`src/rtl/bus_if_types_pkg.sv`:
```
`default_nettype none
// +------------------------------------------------------------------+
// | bus_if_types_pkg - shared data-bus types and arbiter encodings    |
// | Revision: 1.0                                                     |
// +------------------------------------------------------------------+
package bus_if_types_pkg;
  localparam int ADDR_W = 32;
  localparam int DATA_W = 32;

  typedef enum logic {READ = 1'b0, WRITE = 1'b1} ttype_e;
  typedef enum logic [1:0] {BYTE = 2'b00, HALF = 2'b01, WORD = 2'b10} tsize_e;
  typedef enum logic {REQ_CORE = 1'b0, REQ_DM = 1'b1} requester_e;
  typedef enum logic [1:0] {GIDLE = 2'b00, GCORE = 2'b01, GDM = 2'b10} arb_state_e;

  typedef struct packed {
    ttype_e              ttype;
    tsize_e              tsize;
    logic [ADDR_W-1:0]   addr;
    logic [DATA_W-1:0]   wdata;
  } bus_req_t;
endpackage
`default_nettype wire

```
`src/rtl/master_bus_if.sv`:
```
`default_nettype none
// +------------------------------------------------------------------+
// | master_bus_if - single-beat pulse-started data bus                |
// | Revision: 1.0                                                     |
// +------------------------------------------------------------------+
interface master_bus_if;
  logic                                     bstart;
  logic                                     breq;
  bus_if_types_pkg::ttype_e                 ttype;
  logic [bus_if_types_pkg::ADDR_W-1:0]      addr;
  logic [bus_if_types_pkg::DATA_W-1:0]      wdata;
  bus_if_types_pkg::tsize_e                 tsize;
  logic                                     bdone;
  logic [bus_if_types_pkg::DATA_W-1:0]      rdata;

  modport master (output bstart, breq, ttype, addr, wdata, tsize,
                  input  bdone, rdata);
  modport slave  (input  bstart, breq, ttype, addr, wdata, tsize,
                  output bdone, rdata);
endinterface
`default_nettype wire

```
`src/rtl/bus_req_slot.sv`:
```
`default_nettype none
// +------------------------------------------------------------------+
// | bus_req_slot - one pending request register with valid bit        |
// | Revision: 1.0                                                     |
// +------------------------------------------------------------------+
module bus_req_slot
  import bus_if_types_pkg::*;
(
  input  logic     clk,
  input  logic     rst_n,
  input  logic     capture,
  input  logic     grant,
  input  bus_req_t req_in,
  output logic     valid,
  output bus_req_t req
);

  // A grant in the capture cycle launches straight from the fresh data,
  // so the valid bit never rises for it.
  always_ff @(posedge clk or negedge rst_n) begin
    if (!rst_n) begin
      valid     <= 1'b0;
      req.ttype <= READ;
      req.tsize <= WORD;
      req.addr  <= '0;
      req.wdata <= '0;
    end else begin
      if (capture) req <= req_in;
      if (grant)        valid <= 1'b0;
      else if (capture) valid <= 1'b1;
    end
  end

endmodule
`default_nettype wire

```
`src/rtl/dbus_arbiter.sv`:
```
`default_nettype none
// +------------------------------------------------------------------+
// | dbus_arbiter - round-robin core/DM arbiter for the data bus       |
// | Revision: 1.0                                                     |
// +------------------------------------------------------------------+
module dbus_arbiter
  import bus_if_types_pkg::*;
#(
  parameter bit DM_PRIO_WHEN_HALTED = 1'b1
) (
  input  logic        clk,
  input  logic        rst_n,
  input  logic        halted,
  master_bus_if.slave  core,
  master_bus_if.slave  dm,
  master_bus_if.master bus,
  output logic        proto_err
);

  arb_state_e state, state_nxt;
  requester_e last_grant;
  logic       launch;
  logic       core_own, dm_own, core_busy, dm_busy;
  logic       core_cap, dm_cap, core_err, dm_err;
  logic       core_valid, dm_valid, core_grant, dm_grant;
  logic       core_done, dm_done, pick_dm;
  bus_req_t   core_in, dm_in, core_req, dm_req, sel;
  logic [DATA_W-1:0] core_rdata_q, dm_rdata_q;
  logic       unused_breq;

  // breq is redundant with bstart on the requester side
  assign unused_breq = core.breq ^ dm.breq;

  assign core_own  = (state == GCORE);
  assign dm_own    = (state == GDM);
  assign core_busy = core_own && !bus.bdone;
  assign dm_busy   = dm_own && !bus.bdone;
  assign core_err  = core.bstart && (core_valid || core_busy);
  assign dm_err    = dm.bstart && (dm_valid || dm_busy);
  assign core_cap  = core.bstart && !core_valid && !core_busy;
  assign dm_cap    = dm.bstart && !dm_valid && !dm_busy;
  assign core_grant = (state_nxt == GCORE) && !core_own;
  assign dm_grant   = (state_nxt == GDM) && !dm_own;

  assign core_in = '{ttype: core.ttype, tsize: core.tsize, addr: core.addr, wdata: core.wdata};
  assign dm_in   = '{ttype: dm.ttype, tsize: dm.tsize, addr: dm.addr, wdata: dm.wdata};

  bus_req_slot u_core_slot (
    .clk(clk), .rst_n(rst_n), .capture(core_cap), .grant(core_grant),
    .req_in(core_in), .valid(core_valid), .req(core_req)
  );

  bus_req_slot u_dm_slot (
    .clk(clk), .rst_n(rst_n), .capture(dm_cap), .grant(dm_grant),
    .req_in(dm_in), .valid(dm_valid), .req(dm_req)
  );

  always_comb begin
    state_nxt = state;
    pick_dm   = 1'b0;
    if ((dm_valid || dm_cap) &&
        (!(core_valid || core_cap) || (DM_PRIO_WHEN_HALTED && halted) ||
         last_grant == REQ_CORE))
      pick_dm = 1'b1;
    case (state)
      GIDLE: if (core_valid || core_cap || dm_valid || dm_cap)
               state_nxt = pick_dm ? GDM : GCORE;
      GCORE: if (bus.bdone) state_nxt = dm_valid ? GDM : GIDLE;
      GDM:   if (bus.bdone) state_nxt = core_valid ? GCORE : GIDLE;
      default: state_nxt = GIDLE;
    endcase
  end

  assign core_done = core_own && bus.bdone;
  assign dm_done   = dm_own && bus.bdone;

  always_ff @(posedge clk or negedge rst_n) begin
    if (!rst_n) begin
      state        <= GIDLE;
      last_grant   <= REQ_CORE;
      launch       <= 1'b0;
      proto_err    <= 1'b0;
      core_rdata_q <= '0;
      dm_rdata_q   <= '0;
    end else begin
      state  <= state_nxt;
      launch <= core_grant || dm_grant;
      if (core_grant)    last_grant <= REQ_CORE;
      else if (dm_grant) last_grant <= REQ_DM;
      if (core_err || dm_err) proto_err <= 1'b1;
      if (core_done) core_rdata_q <= bus.rdata;
      if (dm_done)   dm_rdata_q   <= bus.rdata;
    end
  end

  always_comb begin
    sel.ttype = READ;
    sel.tsize = WORD;
    sel.addr  = '0;
    sel.wdata = '0;
    if (core_own)    sel = core_req;
    else if (dm_own) sel = dm_req;
  end

  assign bus.bstart = launch;
  assign bus.breq   = launch;
  assign bus.ttype  = sel.ttype;
  assign bus.tsize  = sel.tsize;
  assign bus.addr   = sel.addr;
  assign bus.wdata  = sel.wdata;

  assign core.bdone = core_done;
  assign dm.bdone   = dm_done;
  assign core.rdata = core_done ? bus.rdata : core_rdata_q;
  assign dm.rdata   = dm_done ? bus.rdata : dm_rdata_q;

endmodule
`default_nettype wire

```
`src/flat_wrapper.sv`:
```
// flat-port wrapper written by rule: the top's interface ports become plain ports
module dbus_arbiter_flat import bus_if_types_pkg::*;
#(
  parameter bit DM_PRIO_WHEN_HALTED = 1'b1
)
  (clk, rst_n, halted, proto_err, core_bstart, core_breq, core_ttype, core_addr, core_wdata, core_tsize, core_bdone, core_rdata, dm_bstart, dm_breq, dm_ttype, dm_addr, dm_wdata, dm_tsize, dm_bdone, dm_rdata, bus_bstart, bus_breq, bus_ttype, bus_addr, bus_wdata, bus_tsize, bus_bdone, bus_rdata);
  master_bus_if core_i ();
  master_bus_if dm_i ();
  master_bus_if bus_i ();
  input  logic clk;
  input  logic rst_n;
  input  logic halted;
  output logic proto_err;
  input wire logic [$bits(core_i.bstart)-1:0] core_bstart;
  input wire logic [$bits(core_i.breq)-1:0] core_breq;
  input wire logic [$bits(core_i.ttype)-1:0] core_ttype;
  input wire logic [$bits(core_i.addr)-1:0] core_addr;
  input wire logic [$bits(core_i.wdata)-1:0] core_wdata;
  input wire logic [$bits(core_i.tsize)-1:0] core_tsize;
  output wire logic [$bits(core_i.bdone)-1:0] core_bdone;
  output wire logic [$bits(core_i.rdata)-1:0] core_rdata;
  input wire logic [$bits(dm_i.bstart)-1:0] dm_bstart;
  input wire logic [$bits(dm_i.breq)-1:0] dm_breq;
  input wire logic [$bits(dm_i.ttype)-1:0] dm_ttype;
  input wire logic [$bits(dm_i.addr)-1:0] dm_addr;
  input wire logic [$bits(dm_i.wdata)-1:0] dm_wdata;
  input wire logic [$bits(dm_i.tsize)-1:0] dm_tsize;
  output wire logic [$bits(dm_i.bdone)-1:0] dm_bdone;
  output wire logic [$bits(dm_i.rdata)-1:0] dm_rdata;
  output wire logic [$bits(bus_i.bstart)-1:0] bus_bstart;
  output wire logic [$bits(bus_i.breq)-1:0] bus_breq;
  output wire logic [$bits(bus_i.ttype)-1:0] bus_ttype;
  output wire logic [$bits(bus_i.addr)-1:0] bus_addr;
  output wire logic [$bits(bus_i.wdata)-1:0] bus_wdata;
  output wire logic [$bits(bus_i.tsize)-1:0] bus_tsize;
  input wire logic [$bits(bus_i.bdone)-1:0] bus_bdone;
  input wire logic [$bits(bus_i.rdata)-1:0] bus_rdata;
  assign core_i.bstart = core_bstart;
  assign core_i.breq = core_breq;
  assign core_i.ttype = core_ttype;
  assign core_i.addr = core_addr;
  assign core_i.wdata = core_wdata;
  assign core_i.tsize = core_tsize;
  assign core_bdone = core_i.bdone;
  assign core_rdata = core_i.rdata;
  assign dm_i.bstart = dm_bstart;
  assign dm_i.breq = dm_breq;
  assign dm_i.ttype = dm_ttype;
  assign dm_i.addr = dm_addr;
  assign dm_i.wdata = dm_wdata;
  assign dm_i.tsize = dm_tsize;
  assign dm_bdone = dm_i.bdone;
  assign dm_rdata = dm_i.rdata;
  assign bus_bstart = bus_i.bstart;
  assign bus_breq = bus_i.breq;
  assign bus_ttype = bus_i.ttype;
  assign bus_addr = bus_i.addr;
  assign bus_wdata = bus_i.wdata;
  assign bus_tsize = bus_i.tsize;
  assign bus_i.bdone = bus_bdone;
  assign bus_i.rdata = bus_rdata;
  dbus_arbiter #(.DM_PRIO_WHEN_HALTED(DM_PRIO_WHEN_HALTED)) u_core (.clk(clk), .rst_n(rst_n), .halted(halted), .core(core_i), .dm(dm_i), .bus(bus_i), .proto_err(proto_err));
endmodule
```
`config.mk`:
```
export PLATFORM = sky130hd
export DESIGN_NAME = dbus_arbiter_flat
export DESIGN_NICKNAME = d
export VERILOG_FILES = /design/src/rtl/bus_if_types_pkg.sv /design/src/rtl/master_bus_if.sv /design/src/rtl/bus_req_slot.sv /design/src/rtl/dbus_arbiter.sv /design/src/flat_wrapper.sv
export SDC_FILE = /design/constraint.sdc
export NUM_CORES = 1
export LEC_CHECK = 0
export CAP_MARGIN = 20
export CORE_ASPECT_RATIO = 0.5
export CORE_MARGIN = 10
export CORE_UTILIZATION = 31
export CTS_CLUSTER_SIZE = 8
export DETAILED_ROUTE_END_ITERATION = 16
export MAX_ROUTING_LAYER = met4
export PLACE_DENSITY_LB_ADDON = 0.12
export SLEW_MARGIN = 10
export SYNTH_ARGS = -nofsm -noshare
export SYNTH_HDL_FRONTEND = slang
export SYNTH_SLANG_ARGS = --single-unit
```
`constraint.sdc`:
```
create_clock -name clk -period 3.39 [get_ports clk]
set_input_delay 0.5085 -clock clk [delete_from_list [all_inputs] [get_ports clk]]
set_output_delay 0.5085 -clock clk [all_outputs]
set_load 0.01 [all_outputs]
```
Yosys cells after proc, flatten, opt, wreduce, memory -nomap -nowiden
Index checks and enable logic that the tools add are counted.

operators by class
  eq/ne operators = 4
  multiplexer cells = 18
  bitwise gates (word level) = 1
  reduce and logical (&&, ||, !) cells = 35

operators with widths
  cell                                                  count
  two-way mux 67 bit                                    2
  two-way mux 32 bit                                    2
  logical AND 1 bit                                     13
  logical OR 1 bit                                      10
  two-way mux 2 bit                                     5
  zero test 1 bit                                       8
  two-way mux 1 bit                                     8
  case mux 2 bit (3 select lines)                       1
  nonzero test 2 bit                                    3
  equality test 2 x 1 -> 1 bit (second input constant)  2
  equality test 2 bit (second input constant)           2
  zero test 2 bit                                       1
  NOT 1 bit                                             1

word-level totals
  register bits after elaboration = 205
  input bits = 174
  output and inout port bits = 136
  logic and storage cells = 74

Logic depth before layout (Yosys ltp)
Gate-level depths: netlist (run 1).

  depth after elaboration = 17
  depth in mapped cells = 7
  mapped depth without buffers = 4

Modules after synthesis
Synthesis (run 1) repeated with hierarchy kept, for this count alone.

unflattened totals
  cells, all modules = 617
  area, all modules = 8750.9 sq um

by module, submodules not included
  module        times used  cells each  area an instance (sq um)  sequential area each (sq um)
  bus_req_slot  2           144         2603.7                    1702.9
  dbus_arbiter  1           329         3543.4                    1726.7

Least setup slack after synthesis (run 1)
No wires, ideal clock.

  path type = in2out
  start point = input bus_bdone
  end point = output core_rdata[10]
  arrival time = 1.409 ns
  required time = 2.882 ns
  setup slack = 1.473 ns
  cell stages on the path = 4
  path buffers = 2
  cells stage by stage = buf_2 > nand2_1 > buf_2 > mux2_2

between the ends
  longest elaborated chain between the ends = 2

RTL lines
  element             line                 source
  from (decl)         flat_wrapper.sv:36   input wire logic [$bits(bus_i.bdone)-1:0] bus_bdone;
  logical AND 1 bit   dbus_arbiter.sv:74   assign core_done = core_own && bus.bdone;
  two-way mux 32 bit  dbus_arbiter.sv:114  assign core.rdata = core_done ? bus.rdata : core_rdata_q;
  to (decl)           flat_wrapper.sv:21   output wire logic [$bits(core_i.rdata)-1:0] core_rdata;

Every way passes these cells.

Final worst setup path (run 1)
  start point = register u_core.state[1]
  end point = output dm_rdata[9]

between the ends
  longest elaborated chain between the ends = 3

RTL lines
  element                 line                 source
  from (decl)             dbus_arbiter.sv:20   arb_state_e state, state_nxt;
  from (signal assigned)  dbus_arbiter.sv:86   state <= state_nxt;
  equality test 2 bit     dbus_arbiter.sv:35   assign dm_own = (state == GDM);
  logical AND 1 bit       dbus_arbiter.sv:75   assign dm_done = dm_own && bus.bdone;
  two-way mux 32 bit      dbus_arbiter.sv:115  assign dm.rdata = dm_done ? bus.rdata : dm_rdata_q;
  to (decl)               flat_wrapper.sv:29   output wire logic [$bits(dm_i.rdata)-1:0] dm_rdata;

Every way passes these cells.

==> results of run 1 <==
==> sequential cells by signal, summed over array words and instances (netlist names) <==
| name | flops |
|---|---|
| u_core.bus.breq | 1 |
| u_core.u_dm_slot.req | 67 |
| u_core.u_core_slot.req | 67 |
| u_core.last_grant | 1 |
| u_core.state | 2 |
| u_core.core_rdata_q | 32 |
| u_core.u_core_slot.valid | 1 |
| u_core.dm_rdata_q | 32 |
| u_core.proto_err | 1 |
| u_core.u_dm_slot.valid | 1 |
==> report_power, final <==
group          switching, W  leakage (nW)  internal (W)
registers          0.000542          2.41       0.00371
clock network       0.00103         0.378       0.00154
logic               0.00242          2.46       0.00341
total               0.00399          5.25       0.00865
==> cell usage after synthesis (2+ instances only) <==
cell      count
nor2_1        6
dfrtp_1     203
a21oi_1       5
dfstp_2       2
a22o_1       66
buf_2        17
o21ai_0       4
mux2_1       30
clkbuf_1      5
buf_6         7
buf_1         4
inv_1         7
a22oi_1       2
buf_4         4
mux2_2      168
nand2b_1      3
or2_2         2
nand2_1       7
==> how the worst max path moves through the flow <==
stage / startpoint / endpoint / depth (start not counted)
2_1_floorplan: bus_bdone / core_rdata[10] / 4
3_3_place_gp: bus_bdone / core_rdata[9] / 5
3_5_place_dp: bus_bdone / core_rdata[9] / 5
4_1_cts: u_core.state[1] / dm_rdata[9] / 6
5_1_grt: u_core.state[0] / bus_addr[7] / 5
6_report: u_core.state[1] / dm_rdata[9] / 6
==> layout make-up <==
type	instances	area share [%]
antenna	2	0.0394
timing repair buffer	322	25.6
clock inverter	2	0.108
tap	352	3.47
multi-input combinational	304	24.2
sequential	205	40.4
inverter	7	0.207
clock buffer	39	6.01
==> stage by stage <==
step	hold slack (ps)	setup WS (ps)
6_report	483	265
5_1_grt	494	100
4_1_cts	477	229
3_5_place_dp	464	640
3_3_place_gp	464	635
2_1_floorplan	213	1470
==> layer usage <==
| layer | up-vias | part of all wire (%) | track usage, % |
|---|---|---|---|
| met5 | - | 0 | - |
| li1 | 2655 | - | - |
| met1 | 2961 | 38 | 15.9 |
| met4 | 0 | 1.7 | 3.26 |
| met2 | 143 | 55 | 27.2 |
| met3 | 35 | 5.6 | 3.84 |
==> logic make-up (layout without fill, tap and decap cells) <==
| family | after synthesis | count (layout) |
|---|---|---|
| multiplexers | 198 | 198 |
| AO/OA/AOI/OAI | 84 | 84 |
| AND/OR/NAND/NOR | 22 | 22 |
| flip-flops | 205 | 205 |
| buffers and inverters | 44 | 370 |
| other | 0 | 2 |
==> critical path, delay by kind of cell, from the launching register on <==
kind / cells / cell delay [ps]
AND/OR/NAND/NOR: 2 / 320
buffers and inverters: 3 / 970
multiplexers: 1 / 260
flip-flops: 1 / 530
==> flow_summary.ini, run 1 <==
[die]
die_y_um = 137
pin_count = 310
core-area_um2 = 26600
rows = 42
dieWidth_um = 253
die_area_um2 = 34600
start_util_pct = 31.7

[yosys]
yosys_warnings = 0
synthMuxAreaShare_pct = 26.4
ys_types = 29
synth_compound_area_share_pct = 8.23
synth_top_family_by_area = multiplexers
synth_nets = 727
avgSynthCellArea_um2 = 15.3
synth-simple-area-share_pct = 1.48
netlist_instances = 553
synthAdderAreaFrac_pct = 0
ys.flop_type = dfrtp_1
synth.area.top_cells = dfrtp_1 60%, mux2_2 22%, a22o_1 6.9%, mux2_1 4.0%, buf_2 1.0%
yosysTopAreaCell = dfrtp_1
synth_edf_count = 0
ys_async_sr_fraction_pct = 100
synth_xor_xnor_area_share_pct = 0
synth-seq-cells = 205
ys_seq_area_share_pct = 60.8
synth_top_area_share_pct = 60.2
syn-cell-area_um2 = 8440

[drt]
drcViolationCount = 0
firstDrtPassIters = 6
drt-vias-per-instance = 4.70
vias = 5794
wl_per_cell_um = 20.9
drtIter0Drc = 213
routed_wl_mm = 25.8
ant_nets = 0

[worst_setup_path]
crit_fanout = 33
slowest_delay_ps = 580
setup.worst_path.end_class = primary output
required_ps = 2880
arrival_ps = 2620
ff2ff_setup_slack_ps = 1330
worstPathCellList = inv_1 -> nor2_4 -> nand2_1 -> buf_12 -> mux2_2 -> clkdlybuf4s50_1
timing.rr.start = u_core.state[1]
cp-start-kind = flop
critical-path-slowest-cell = clkdlybuf4s50_1
rr_endpoint = u_core.u_core_slot.req[10]
worstRegToRegCells = 5
crit_type = flop to primary output

[global_routing]
antenna_found_initial = 2
grt_pass1_vias = 6289
grt_start_max_net_pins = 72
globalRoute.totalOverflow = 0
gr-usage-all-layers_pct = 14.8
grt_pass1_wl_mm = 38.6

[place]
portBuffers = 307
placed_cell_area_um2 = 11900
hpwlAfterDp_mm = 18.2
gp_congestion = 0.788
dp_cells = 1189

[timing]
final-hold-violation-count = 0
fin_setup_tns_ps = 0
slew_viol_final = 0
fin_skew_ps = 17.6
worst_slew_pin_slew_ps = 617
timing.fmax_mhz = 320
fin_crit_ps = 3130
relSlewSlack_pct = 58.9
final-setup-viol-count = 0
finalCritPeriodShare_pct = 92.2
rsz0062_at_grt = no

[cells_and_area]
mostFrequentLayoutCell = clkdlybuf4s50_1
final_cell_mix = 306 x clkdlybuf4s50_1, 203 x dfrtp_1, 168 x mux2_2, 66 x a22o_1, 30 x mux2_1
nets = 1043
seqCellArea_um2 = 5130
fillers = 2326
final_area_um2 = 12700
drive_gt1_share_pct = 25.5
final_core_util_pct = 47.8
area_growth_pct = 50.6
multi_input_area_um2 = 3070
final_cells = 1233

[power_and_ir_drop]
leakagePower_nw = 5.25
ir_drop_uv = 514
p_total_w = 0.0126
power.density_nw_per_um2 = 995

[cts]
numCtsBuffers = 29
cts_resized = 0
root_buffer = clkbuf_16
path_clk_slew_ps = 50
hold_buffers = 1
numClockSinks = 205
clk_latency_ps = 540
clockBufferDepth = 3
h-tree-depth = 1
cts_setup_buffers = 0
cts_tree = done

[hold_path]
hold-path-endpoint = u_core.proto_err
min_path_type = flop to flop
hold_path_depth = 2
hold_path_startpoint = u_core.proto_err

[status]
status = completed

[job]
maxCapViolations = 0
No activity file was read; power rests on OpenSTA's default activity.
==> run 2: changes to the inputs <==
--- a/config.mk
+++ b/config.mk
@@ -6,7 +6,7 @@
 export NUM_CORES = 1
 export LEC_CHECK = 0
 export CAP_MARGIN = 20
-export CORE_ASPECT_RATIO = 0.5
+export CORE_ASPECT_RATIO = 0.8
 export CORE_MARGIN = 10
 export CORE_UTILIZATION = 31
 export CTS_CLUSTER_SIZE = 8
==> run 2 against run 1 <==
Compared with the run above:
- non-clock buffer count fell by 2
- register-to-register slack worse by 50 ps
- worst hold slack lost 470 ps
- sequential share of layout area about the same
- power up 0.16%
- final cell count increased by 0.41%
- combinational power is essentially flat
- sequential cell count unchanged
- first-iteration DRC count shrank 16%
- final area hardly changed
- clock-buffer cell count up 4
- critical endpoint is now bus_wdata[8]
==> flow_summary.ini, run 2 (synthesis gave the netlist of run 1 again) <==
[global_routing]
grt_start_max_net_pins = 73
gr-usage-all-layers_pct = 15.3
grt_pass1_vias = 6761
globalRoute.totalOverflow = 0
grt_pass1_wl_mm = 40.3
antenna_found_initial = 1

[cts]
hold_buffers = 0
cts_setup_buffers = 0
cts_tree = done
path_clk_slew_ps = 50
clk_latency_ps = 520
root_buffer = clkbuf_16
numCtsBuffers = 29
h-tree-depth = 1
clockBufferDepth = 3
cts_resized = 0
numClockSinks = 205

[timing]
final-hold-violation-count = 0
fin_setup_tns_ps = 0
final-setup-viol-count = 0
timing.fmax_mhz = 310
whs_ps = 10.7
fin_skew_ps = 11.3
worst_slack_ps = 166
fin_crit_ps = 3220
rsz0062_at_grt = no
slew_viol_final = 0
relSlewSlack_pct = 59.7
finalCritPeriodShare_pct = 95.1
worst_slew_pin_slew_ps = 605

[drt]
drt-vias-per-instance = 4.71
wl_per_cell_um = 21.2
vias = 5836
drcViolationCount = 0
routed_wl_mm = 26.3
ant_nets = 0
drtIter0Drc = 179
firstDrtPassIters = 4

[cells_and_area]
final_cell_mix = 306 x clkdlybuf4s50_1, 203 x dfrtp_1, 168 x mux2_2, 66 x a22o_1, 30 x mux2_1
reg.largest.list = u_core.u_core_slot.req: 67 flops, u_core.u_dm_slot.req: 67 flops
mostFrequentLayoutCell = clkdlybuf4s50_1
final_area_um2 = 12700
area_growth_pct = 50.5
nets = 1041
drive_gt1_share_pct = 25.3

[power_and_ir_drop]
leakagePower_nw = 5.23
ir_drop_uv = 504
p_total_w = 0.0127
power.density_nw_per_um2 = 998

[place]
portBuffers = 307
hpwlAfterDp_mm = 18.9
gp_congestion = 0.774
pre_cts_ws_ps = 406
placed_cell_area_um2 = 11900

[die]
die_area_um2 = 34300
rows = 53
die_y_um = 168
start_util_pct = 31.8
core-area_um2 = 26500
dieWidth_um = 204
pin_count = 310

[worst_setup_path]
crit_type = flop to primary output
cp-start-kind = flop
worstRegToRegCells = 5
ff2ff_setup_slack_ps = 1280
arrival_ps = 2720
crit_fanout = 38
required_ps = 2880
setup.worst_path.end_class = primary output

[job]
maxCapViolations = 0

[hold_path]
min_path_type = input pin to async pin

[status]
status = completed
[run 2: cell count changes in the layout (fill, tap and decap cells not counted), sizes merged]
cell         before  now
buf              14   13
inv               8    7
dlygate4sd3       1    0
clkbuf           40   44
clkinv            1    0
[run 2: per-stage QoR]
stage / utilization [%] / std cells
floorplan: - / 553
global placement: 44.9 / 1193
detailed placement: 44.9 / 1193
CTS: 47.8 / 1236
global route: 47.8 / 1237
finish: 47.8 / 1238
[run 2: path summary, 6_finish.rpt]
check	start	to
hold / removal	rst_n	u_core.u_core_slot.req[36]
hold reg to reg	u_core.u_core_slot.req[40]	u_core.u_core_slot.req[40]
max in group asynchronous	rst_n	u_core.u_core_slot.req[65]
min in group clk	u_core.u_core_slot.req[40]	u_core.u_core_slot.req[40]
setup / recovery	u_core.state[1]	bus_wdata[8]
setup reg to reg	u_core.state[1]	u_core.u_core_slot.req[6]
[run 2: power by group]
group	switching, W	leakage [nW]	total [W]	internal, W
Combinational	0.00244	2.44	0.00583	0.00340
Clock	0.000999	0.380	0.00256	0.00156
Sequential	0.000557	2.41	0.00427	0.00371
[run 2: routing by layer]
metal	part of all wire, %	routed length (µm)	GRT usage (%)	up-vias
li1	-	-	-	2644
met1	42	11000	17.7	2965
met2	48	12700	25.2	190
met3	8.0	2100	5.07	37
met4	2.0	527	3.86	0
met5	0	0	-	-
[run 2: critical path, cell delays in order (launching register included)]
cell and delay [ps]:
dfrtp_1 520, inv_1 200, nor2_4 190, buf_4 460, a22o_1 260, clkdlybuf4s50_1 560
[run 2: layout make-up]
cell class / instances / area, µm²
fillers: 2340 / 13800
flip-flops and latches: 205 / 5130
repair buffers: 320 / 3220
multi-input cells: 304 / 3070
clock buffers: 43 / 788
well taps: 357 / 447
inverters: 7 / 26.3
diodes: 2 / 5.00
